### config.mk
export PLATFORM = sky130hd
export DESIGN_NAME = contactor_sequencer_flat
export DESIGN_NICKNAME = d
export VERILOG_FILES = /design/src/rtl/contactor_sequencer_if.sv /design/src/rtl/contactor_sequencer.sv /design/src/flat_wrapper.sv
export SDC_FILE = /design/constraint.sdc
export NUM_CORES = 1
export LEC_CHECK = 0
export CORE_AREA = 2 2 50 52
export CTS_CLUSTER_DIAMETER = 40
export CTS_CLUSTER_SIZE = 8
export DETAILED_ROUTE_END_ITERATION = 16
export DIE_AREA = 0 0 52 54
export PLACE_DENSITY = 0.85
export SLEW_MARGIN = 5
export SYNTH_ARGS = -nofsm -noshare
export SYNTH_HDL_FRONTEND = slang
export SYNTH_SLANG_ARGS = --single-unit
### constraint.sdc
create_clock -name clk -period 6.2 [get_ports clk]
set_input_delay 1.55 -clock clk [delete_from_list [all_inputs] [get_ports clk]]
set_output_delay 1.55 -clock clk [all_outputs]
set_load 0.02 [all_outputs]
### src/rtl/contactor_sequencer_if.sv
// Signal bundle between the pack fault FSM / host side and the contactor sequencer.
// master drives the requests and feedback; slave (the sequencer) drives the coils and status.
interface contactor_sequencer_if;
  logic [1:0] fault_state;
  logic       shutdown_signal;
  logic       enable_req;
  logic       precharge_done;
  logic       aux_closed;
  logic       clear_latch;
  logic       main_contactor;
  logic       precharge_relay;
  logic [2:0] seq_state;
  logic       ready;
  logic       latched_fault;
  logic [1:0] retry_count;

  modport master (
    output fault_state, shutdown_signal, enable_req, precharge_done, aux_closed, clear_latch,
    input  main_contactor, precharge_relay, seq_state, ready, latched_fault, retry_count
  );

  modport slave (
    input  fault_state, shutdown_signal, enable_req, precharge_done, aux_closed, clear_latch,
    output main_contactor, precharge_relay, seq_state, ready, latched_fault, retry_count
  );
endinterface

### src/rtl/contactor_sequencer.sv
// Timed precharge/close/open sequencer for the main contactor and precharge relay,
// with aux-contact motion checks, fault latching, retry counting and weld lockout.
module contactor_sequencer #(
  parameter int unsigned PRECHARGE_CYCLES  = 100,
  parameter int unsigned WELD_CHECK_CYCLES = 10,
  parameter int unsigned COOLDOWN_CYCLES   = 50,
  parameter int unsigned RETRY_LIMIT       = 3
) (
  input  logic                  clk,
  input  logic                  reset,
  contactor_sequencer_if.slave  bus
);

  localparam int unsigned MAX_PW  = (PRECHARGE_CYCLES > WELD_CHECK_CYCLES) ? PRECHARGE_CYCLES
                                                                            : WELD_CHECK_CYCLES;
  localparam int unsigned MAX_CYC = (MAX_PW > COOLDOWN_CYCLES) ? MAX_PW : COOLDOWN_CYCLES;
  localparam int unsigned CW      = $clog2(MAX_CYC) + 1;

  localparam logic [CW-1:0] PRE_LAST  = CW'(PRECHARGE_CYCLES - 1);
  localparam logic [CW-1:0] WELD_LAST = CW'(WELD_CHECK_CYCLES - 1);
  localparam logic [CW-1:0] COOL_LAST = CW'(COOLDOWN_CYCLES - 1);
  localparam logic [1:0]    RETRY_MAX = 2'(RETRY_LIMIT);

  typedef enum logic [2:0] {
    S_OPEN      = 3'd0,
    S_PRECHARGE = 3'd1,
    S_CLOSING   = 3'd2,
    S_CLOSED    = 3'd3,
    S_OPENING   = 3'd4,
    S_COOLDOWN  = 3'd5,
    S_LOCKOUT   = 3'd6
  } state_t;

  state_t        state, state_nx;
  logic [CW-1:0] dwell;
  logic [1:0]    retry_q, retry_nx;
  logic          latch_q, latch_nx;
  logic          trip, clear_ok, failed;

  always_comb begin
    trip     = bus.shutdown_signal | bus.fault_state[1];
    clear_ok = bus.clear_latch && (bus.fault_state == 2'b00);
    state_nx = state;
    latch_nx = latch_q;
    retry_nx = retry_q;
    failed   = 1'b0;

    case (state)
      S_OPEN: begin
        if (clear_ok)
          latch_nx = 1'b0;
        else if (bus.enable_req && (bus.fault_state == 2'b00) && !latch_q && !trip)
          state_nx = S_PRECHARGE;
      end
      S_PRECHARGE: begin
        if (trip) begin
          state_nx = S_OPENING;
          latch_nx = 1'b1;
        end else if (bus.precharge_done) begin
          state_nx = S_CLOSING;
        end else if (dwell == PRE_LAST) begin
          state_nx = S_OPENING;
          failed   = 1'b1;
        end else if (!bus.enable_req) begin
          state_nx = S_OPENING;
        end
      end
      S_CLOSING: begin
        if (trip) begin
          state_nx = S_OPENING;
          latch_nx = 1'b1;
        end else if (bus.aux_closed) begin
          state_nx = S_CLOSED;
          retry_nx = '0;
        end else if (dwell == WELD_LAST) begin
          state_nx = S_OPENING;
          failed   = 1'b1;
        end
      end
      S_CLOSED: begin
        if (trip) begin
          state_nx = S_OPENING;
          latch_nx = 1'b1;
        end else if (!bus.enable_req) begin
          state_nx = S_OPENING;
        end else if (!bus.aux_closed) begin
          state_nx = S_OPENING;
          latch_nx = 1'b1;
          failed   = 1'b1;
        end
      end
      S_OPENING: begin
        if (!bus.aux_closed)
          state_nx = S_COOLDOWN;
        else if (dwell == WELD_LAST)
          state_nx = S_LOCKOUT;
      end
      S_COOLDOWN: begin
        if (dwell == COOL_LAST)
          state_nx = (retry_q == RETRY_MAX) ? S_LOCKOUT : S_OPEN;
      end
      S_LOCKOUT: begin
        if (clear_ok) begin
          state_nx = S_OPEN;
          retry_nx = '0;
          latch_nx = 1'b0;
        end
      end
      default: state_nx = S_OPEN;
    endcase

    if (failed && (retry_nx != 2'd3))
      retry_nx = retry_nx + 2'd1;
  end

  // Coil drives are registered from the next state so they change on the same edge as seq_state.
  always_ff @(posedge clk or negedge reset) begin
    if (!reset) begin
      state               <= S_OPEN;
      dwell               <= '0;
      retry_q             <= '0;
      latch_q             <= 1'b0;
      bus.main_contactor  <= 1'b0;
      bus.precharge_relay <= 1'b0;
      bus.ready           <= 1'b0;
    end else begin
      state               <= state_nx;
      dwell               <= (state_nx != state) ? '0 : ((dwell == '1) ? dwell : dwell + 1'b1);
      retry_q             <= retry_nx;
      latch_q             <= latch_nx;
      bus.main_contactor  <= (state_nx == S_CLOSING) || (state_nx == S_CLOSED);
      bus.precharge_relay <= (state_nx == S_PRECHARGE) || (state_nx == S_CLOSING);
      bus.ready           <= (state_nx == S_CLOSED);
    end
  end

  assign bus.seq_state     = state;
  assign bus.latched_fault = latch_q;
  assign bus.retry_count   = retry_q;

endmodule

### src/flat_wrapper.sv
// flat-port wrapper written by rule: the top's interface ports become plain ports
module contactor_sequencer_flat 
#(
  parameter int unsigned PRECHARGE_CYCLES  = 100,
  parameter int unsigned WELD_CHECK_CYCLES = 10,
  parameter int unsigned COOLDOWN_CYCLES   = 50,
  parameter int unsigned RETRY_LIMIT       = 3
)
  (clk, reset, bus_fault_state, bus_shutdown_signal, bus_enable_req, bus_precharge_done, bus_aux_closed, bus_clear_latch, bus_main_contactor, bus_precharge_relay, bus_seq_state, bus_ready, bus_latched_fault, bus_retry_count);
  contactor_sequencer_if bus_i ();
  input  logic clk;
  input  logic reset;
  input wire logic [$bits(bus_i.fault_state)-1:0] bus_fault_state;
  input wire logic [$bits(bus_i.shutdown_signal)-1:0] bus_shutdown_signal;
  input wire logic [$bits(bus_i.enable_req)-1:0] bus_enable_req;
  input wire logic [$bits(bus_i.precharge_done)-1:0] bus_precharge_done;
  input wire logic [$bits(bus_i.aux_closed)-1:0] bus_aux_closed;
  input wire logic [$bits(bus_i.clear_latch)-1:0] bus_clear_latch;
  output wire logic [$bits(bus_i.main_contactor)-1:0] bus_main_contactor;
  output wire logic [$bits(bus_i.precharge_relay)-1:0] bus_precharge_relay;
  output wire logic [$bits(bus_i.seq_state)-1:0] bus_seq_state;
  output wire logic [$bits(bus_i.ready)-1:0] bus_ready;
  output wire logic [$bits(bus_i.latched_fault)-1:0] bus_latched_fault;
  output wire logic [$bits(bus_i.retry_count)-1:0] bus_retry_count;
  assign bus_i.fault_state = bus_fault_state;
  assign bus_i.shutdown_signal = bus_shutdown_signal;
  assign bus_i.enable_req = bus_enable_req;
  assign bus_i.precharge_done = bus_precharge_done;
  assign bus_i.aux_closed = bus_aux_closed;
  assign bus_i.clear_latch = bus_clear_latch;
  assign bus_main_contactor = bus_i.main_contactor;
  assign bus_precharge_relay = bus_i.precharge_relay;
  assign bus_seq_state = bus_i.seq_state;
  assign bus_ready = bus_i.ready;
  assign bus_latched_fault = bus_i.latched_fault;
  assign bus_retry_count = bus_i.retry_count;
  contactor_sequencer #(.PRECHARGE_CYCLES(PRECHARGE_CYCLES), .WELD_CHECK_CYCLES(WELD_CHECK_CYCLES), .COOLDOWN_CYCLES(COOLDOWN_CYCLES), .RETRY_LIMIT(RETRY_LIMIT)) u_core (.clk(clk), .reset(reset), .bus(bus_i));
endmodule
# [After elaboration in Yosys (flattened, before gate mapping)]
# Index checks and enable logic that the tools add are counted.
[totals] regBits=17 ram_bits=0 romBits=0 inputBits=9 latch_bits=0 out_inout_bits=9 n_memories=0 elab_cells=87
[classes] add_sub_neg=2 n_div=0 reduce_logical=15 bitwise_logic=1 n_mux=41 n_eq_ne=21 mul=0 n_shift=0 n_lt_le_gt_ge=0
[op_table] operator="$mux W3" count=17
[op_table] operator="$pmux W3 S7" count=1
[op_table] operator="$mux W8" count=2
[op_table] operator="$mux W1" count=14
[op_table] operator="$eq A3 B2 Y1 const B" count=4
[op_table] operator="$eq A3 B3 Y1 const B" count=3
[op_table] operator="$add A8 B1 Y8 const B" count=1
[op_table] operator="$eq A8 B4 Y1 const B" count=1
[op_table] operator="$eq A8 B6 Y1 const B" count=1
[op_table] operator="$eq A8 B7 Y1 const B" count=1
[op_table] operator="$eq A8 B8 Y1 const B" count=1
[op_table] operator="$mux W2" count=4
[op_table] operator="$eq A3 B1 Y1 const B" count=2
[op_table] operator="$ne A2 B1 Y1 const B" count=3
[op_table] operator="$ne A3 B2 Y1 const B" count=2
[op_table] operator="$pmux W1 S3" count=2
[op_table] operator="$logic_and A1 B1 Y1" count=5
[op_table] operator="$reduce_and A5 Y1" count=1
[op_table] operator="$pmux W2 S2" count=1
[op_table] operator="$reduce_or A2 Y1" count=2
[op_table] operator="$logic_not A3 Y1" count=1
[op_table] operator="$ne A3 B3 Y1" count=1
[op_table] operator="$reduce_bool A3 Y1" count=1
[op_table] operator="$add A2 B1 Y2 const B" count=1
[op_table] operator="other kinds (6)" count=8

# [Logic depth before layout (Yosys ltp)]
[logic_depth] depth_word=9 ltp_mapped=8 ltp_nobuf=7

# [Worst setup path before layout]
# No wires, ideal clock.
[synth_path] path_type="in2reg" from="input bus_shutdown_signal" to="register u_core.retry_q[1], in the netlist u_core.bus.retry_count[1]" cell_stages=7 arrival_ps=3167 setup_time_ps=125 setup_slack_ps=2908 required_time_ps=6075 path_buffers=0 path_cell_list="nor4b_1 a21o_1 nand2_1 and2_1 ha_1 nor4_1 mux2_2"
[synth_between] elab_chain_cells=6 elab_cells_between_ends=11 cone_classes="add/sub: 1; eq/ne: 1; mux: 7; bitwise: 1; reduce/logical: 1"
[synth_lines] item="start, declared" line="flat_wrapper.sv:14" text="input wire logic [$bits(bus_i.shutdown_signal)-1:0] bus_shutdown_signal;"
[synth_lines] item="$or A1 B1 Y1 (*)" line="contactor_sequencer.sv:41" text="trip = bus.shutdown_signal | bus.fault_state[1];"
[synth_lines] item="branches (longest 4 deep; another with $add A2 B1 Y2)"
[synth_lines] item="$mux W2 (*)" line="contactor_sequencer.sv:112" text="if (failed && (retry_nx != 2'd3))"
[synth_lines] item="via u_core.retry_nx[1]" line="contactor_sequencer.sv:36" text="logic [1:0] retry_q, retry_nx;"
[synth_lines] item="end signal, assigned" line="contactor_sequencer.sv:129" text="retry_q <= retry_nx;"
[synth_lines] item="end, declared" line="contactor_sequencer.sv:36"
# Mark *: on every way through the listed nets, which the timed path passes.
# A chain may end at the register's enable or synchronous reset.

# [Worst setup path after layout]
[layout_path] from="input bus_aux_closed" to="register u_core.retry_q[1], in the netlist u_core.bus.retry_count[1]"
[layout_between] elab_chain_cells=6 elab_cells_between_ends=13 cone_classes="add/sub: 1; eq/ne: 1; mux: 10; reduce/logical: 1"
[layout_lines] item="start, declared" line="flat_wrapper.sv:17" text="input wire logic [$bits(bus_i.aux_closed)-1:0] bus_aux_closed;"
[layout_lines] item="branches (longest 5 deep; another with $add A2 B1 Y2)"
[layout_lines] item="$mux W2 (*)" line="contactor_sequencer.sv:112"
[layout_lines] item="via u_core.retry_nx[1]" line="contactor_sequencer.sv:36"
# Marked as above.

==> results.yml <==
outcome:
  status: "finished, final reports clean"
sta:
  worst_pin_slew_ns: 0.772
  setup_tns_ns: 0
  hold_viol: 0
  final-max-slew-violation-count: 0
  timing.slew.headroom_pct: 48.4
  rsz0062_at_grt: "false"
  fin_crit_sh_pct: 59.7
  setup_viol: 0
  period_needed_ns: 3.70
  max_freq_ghz: 0.270
  whs_ns: 0.582
  skew_ns: 0.00595
yosys:
  ys_seq_area_share_pct: 34.1
  ys_types: 50
  synth_top_cell_area_share_pct: 34.1
  synth_area_sq_mm: 0.00125
  synthFlopType: "dfrtp_1"
  synth_top_cell_by_area: "dfrtp_1"
  synthTopCellsByCount: "dfrtp_1 (17), nor2_1 (8), nor3_1 (7)"
  synth_most_common_cell: "dfrtp_1"
  synthAdderAreaFrac_pct: 3.01
  synth_nets: 147
  synth_top_family_by_area: "simple AND/OR/NAND/NOR gates"
  synthXorXnorAreaFrac_pct: 2.11
  synthMuxAreaShare_pct: 2.01
  synth-edff-count: 0
  synth-seq-cells: 17
  synth_compound_area_share_pct: 24.6
  synth.area.top_cells: "dfrtp_1 (34%), ha_1 (3.0%), nor3_1 (2.8%)"
  ys_async_sr_fraction_pct: 100
  synth_simple_gate_area_share_pct: 31.0
  syn-instance-count: 135
  yosysWarnings: 0
  syn_area_per_cell_sq_um: 9.23
die:
  fp.dieArea_sq_mm: 0.00281
  dieHeight_um: 54
  rows: 18
  pin_count: 18
  start_util_pct: 53.7
  core_sq_mm: 0.00232
  die_x_um: 52
power:
  power_frac_seq_pct: 39.0
  p_per_area_mw_per_mm2: 309
  p_leak_nw: 0.577
  finalPower_w: 0.000451
  p_comb_share_pct: 47.7
  switching_share_pct: 43.4
  p_int_w: 0.000255
  p_clk_share_pct: 13.2
  switchingPower_w: 0.000196
  max-vdd-ir-drop_v: 0.000324
global_routing:
  antenna_found_initial: 0
  grt_pass1_vias: 1152
  grt_pass1_wl_um: 4920
  grt_use_total_pct: 23.1
  grt_max_degree: 18
  overflow: 0
clock_tree:
  clockBufferDepth: 2
  root_buffer: "clkbuf_4"
  cts_tree: "done"
  cts-htree-levels: 1
  post-cts-setup-buffers: 0
  clock_sinks: 17
  clkTransAtPathRegs_ns: 0.10
  post_cts_resized: 0
  clk_latency_ns: 0.29
  cts_buffers: 3
  hold_buffers: 0
setup_path:
  cp-end-kind: "flop"
  crit_path_start_kind: "input port"
  worstSetupPathType: "in -> reg"
  critical_path.reg2reg.endpoint: "u_core.dwell[3]$_DFFE_PN0P_"
  worst-path-max-fanout: 8
  rrSetupSlack_ns: 3.42
  timing.critical_path.required_ns: 6.39
  reg2reg_from: "u_core.dwell[1]$_DFFE_PN0P_"
  arrival_ns: 3.89
  reg2reg_depth: 7
hold_path:
  min_delay_path_depth: 1
  hold_start: "u_core.dwell[6]$_DFFE_PN0P_"
  hold_path_end: "u_core.dwell[6]$_DFFE_PN0P_"
  hold_class: "reg -> reg"
final_layout:
  fillers: 190
  multi_input_area_sq_um: 782
  utilization_pct: 63.0
  n_antenna_cell: 0
  drive_gt1_share_pct: 11.3
  register_area_sq_um: 425
  syn_to_final_growth_pct: 17.3
  nNetsFinal: 164
  final_area_sq_mm: 0.00146
drt:
  drc_errors: 0
  drt_iter0_drc: 35
  wl_um: 2970
  vias_per_cell: 6.62
  dr_total_vias: 1198
  drt-pass1-iter-count: 4
  wire_per_inst_um: 16.4
  antenna_left: 0
job:
  maxCapViolCount: 0
placed_design:
  io_buffers: 17
  hpwl_um: 2210
  placed_area_sq_mm: 0.00143
  gp_congestion: 0.878
[layer usage]
layer,vias to the layer above,track usage [%],share of wire (%),wire length [um]
met2,43,39.9,49,1450
li1,559,-,-,-
met4,0,7.89,1.5,44
met1,589,28.8,44,1320
met3,7,4.44,5.4,161
met5,-,0,0,0
[metrics by stage]
step                      cells  worst slack, ns
after floorplan             135             2.91
after global placement      177             2.25
after detailed placement    177             2.20
after CTS                   181             2.51
after global routing        181             2.29
final                       181             2.50
[cell type report]
type / count / share of cell area (%)
Multi-Input combinational cell: 108 / 53.5
Sequential cell: 17 / 29.1
Timing Repair Buffer: 17 / 11.6
Tap cell: 30 / 2.57
Clock buffer: 3 / 1.54
Inverter: 5 / 1.28
Clock inverter: 1 / 0.342
[power groups by stage]
stage | clock network (W) | logic, W | registers, W
finish | 0.0000597 | 0.000215 | 0.000176
global placement | 0 | 0.000208 | 0.000175
global route | 0.0000648 | 0.000237 | 0.000182
floorplan | 0 | 0.000152 | 0.000172
detailed placement | 0 | 0.000214 | 0.000178
CTS | 0.0000605 | 0.000215 | 0.000175
[cells in the final DEF (no fill, tap or decap), types with 2 or more instances in the layout]
cell type        count
xor2_1               2
a21o_1               3
a2111oi_2            2
and3_1               5
o31ai_1              2
nand2_1              6
nand3b_1             2
inv_1                5
nand3_1              5
nor4_1               5
clkbuf_4             3
dfrtp_1             17
a22oi_1              2
nor3b_1              4
nor4bb_1             2
o211ai_1             3
and2_1               4
clkdlybuf4s50_1     17
a31oi_1              2
a21oi_1              6
nor2_1               8
ha_1                 3
nor3_1               7
or3b_2               4
o21ai_0              6
[critical path, cell delays in order]
cell	delay [ns]
clkdlybuf4s50_1	0.60
nor4b_1	0.36
a21o_1	0.13
nand2_1	0.06
and2_1	0.20
ha_1	0.20
nor4_1	0.41
mux2_2	0.38
[cells by family after synthesis]
logic type,count (synthesis)
compound gates,38
xor+xnor,3
fa+ha+maj,3
buf+inv,10
flops,17
mux,2
simple gates,62
[flip-flops by register name (all words and copies together), names as in the netlist]
register	count
u_core.bus.latched_fault	1
u_core.bus.main_contactor	1
u_core.bus.precharge_relay	1
u_core.bus.ready	1
u_core.bus.retry_count	2
u_core.bus.seq_state	3
u_core.dwell	8
[worst max path at each step]
| stage | start | end | slack, ns |
|---|---|---|---|
| after floorplan | bus_shutdown_signal | u_core.bus.retry_count[1]$_DFF_PN0_ | 2.91 |
| after global placement | bus_aux_closed | u_core.bus.retry_count[1]$_DFF_PN0_ | 2.25 |
| after detailed placement | bus_aux_closed | u_core.bus.retry_count[1]$_DFF_PN0_ | 2.20 |
| after CTS | bus_aux_closed | u_core.bus.retry_count[1]$_DFF_PN0_ | 2.51 |
| after global routing | bus_aux_closed | u_core.bus.retry_count[1]$_DFF_PN0_ | 2.29 |
| final | bus_aux_closed | u_core.bus.retry_count[1]$_DFF_PN0_ | 2.50 |
Note: power is estimated with default switching activity, not from simulation.
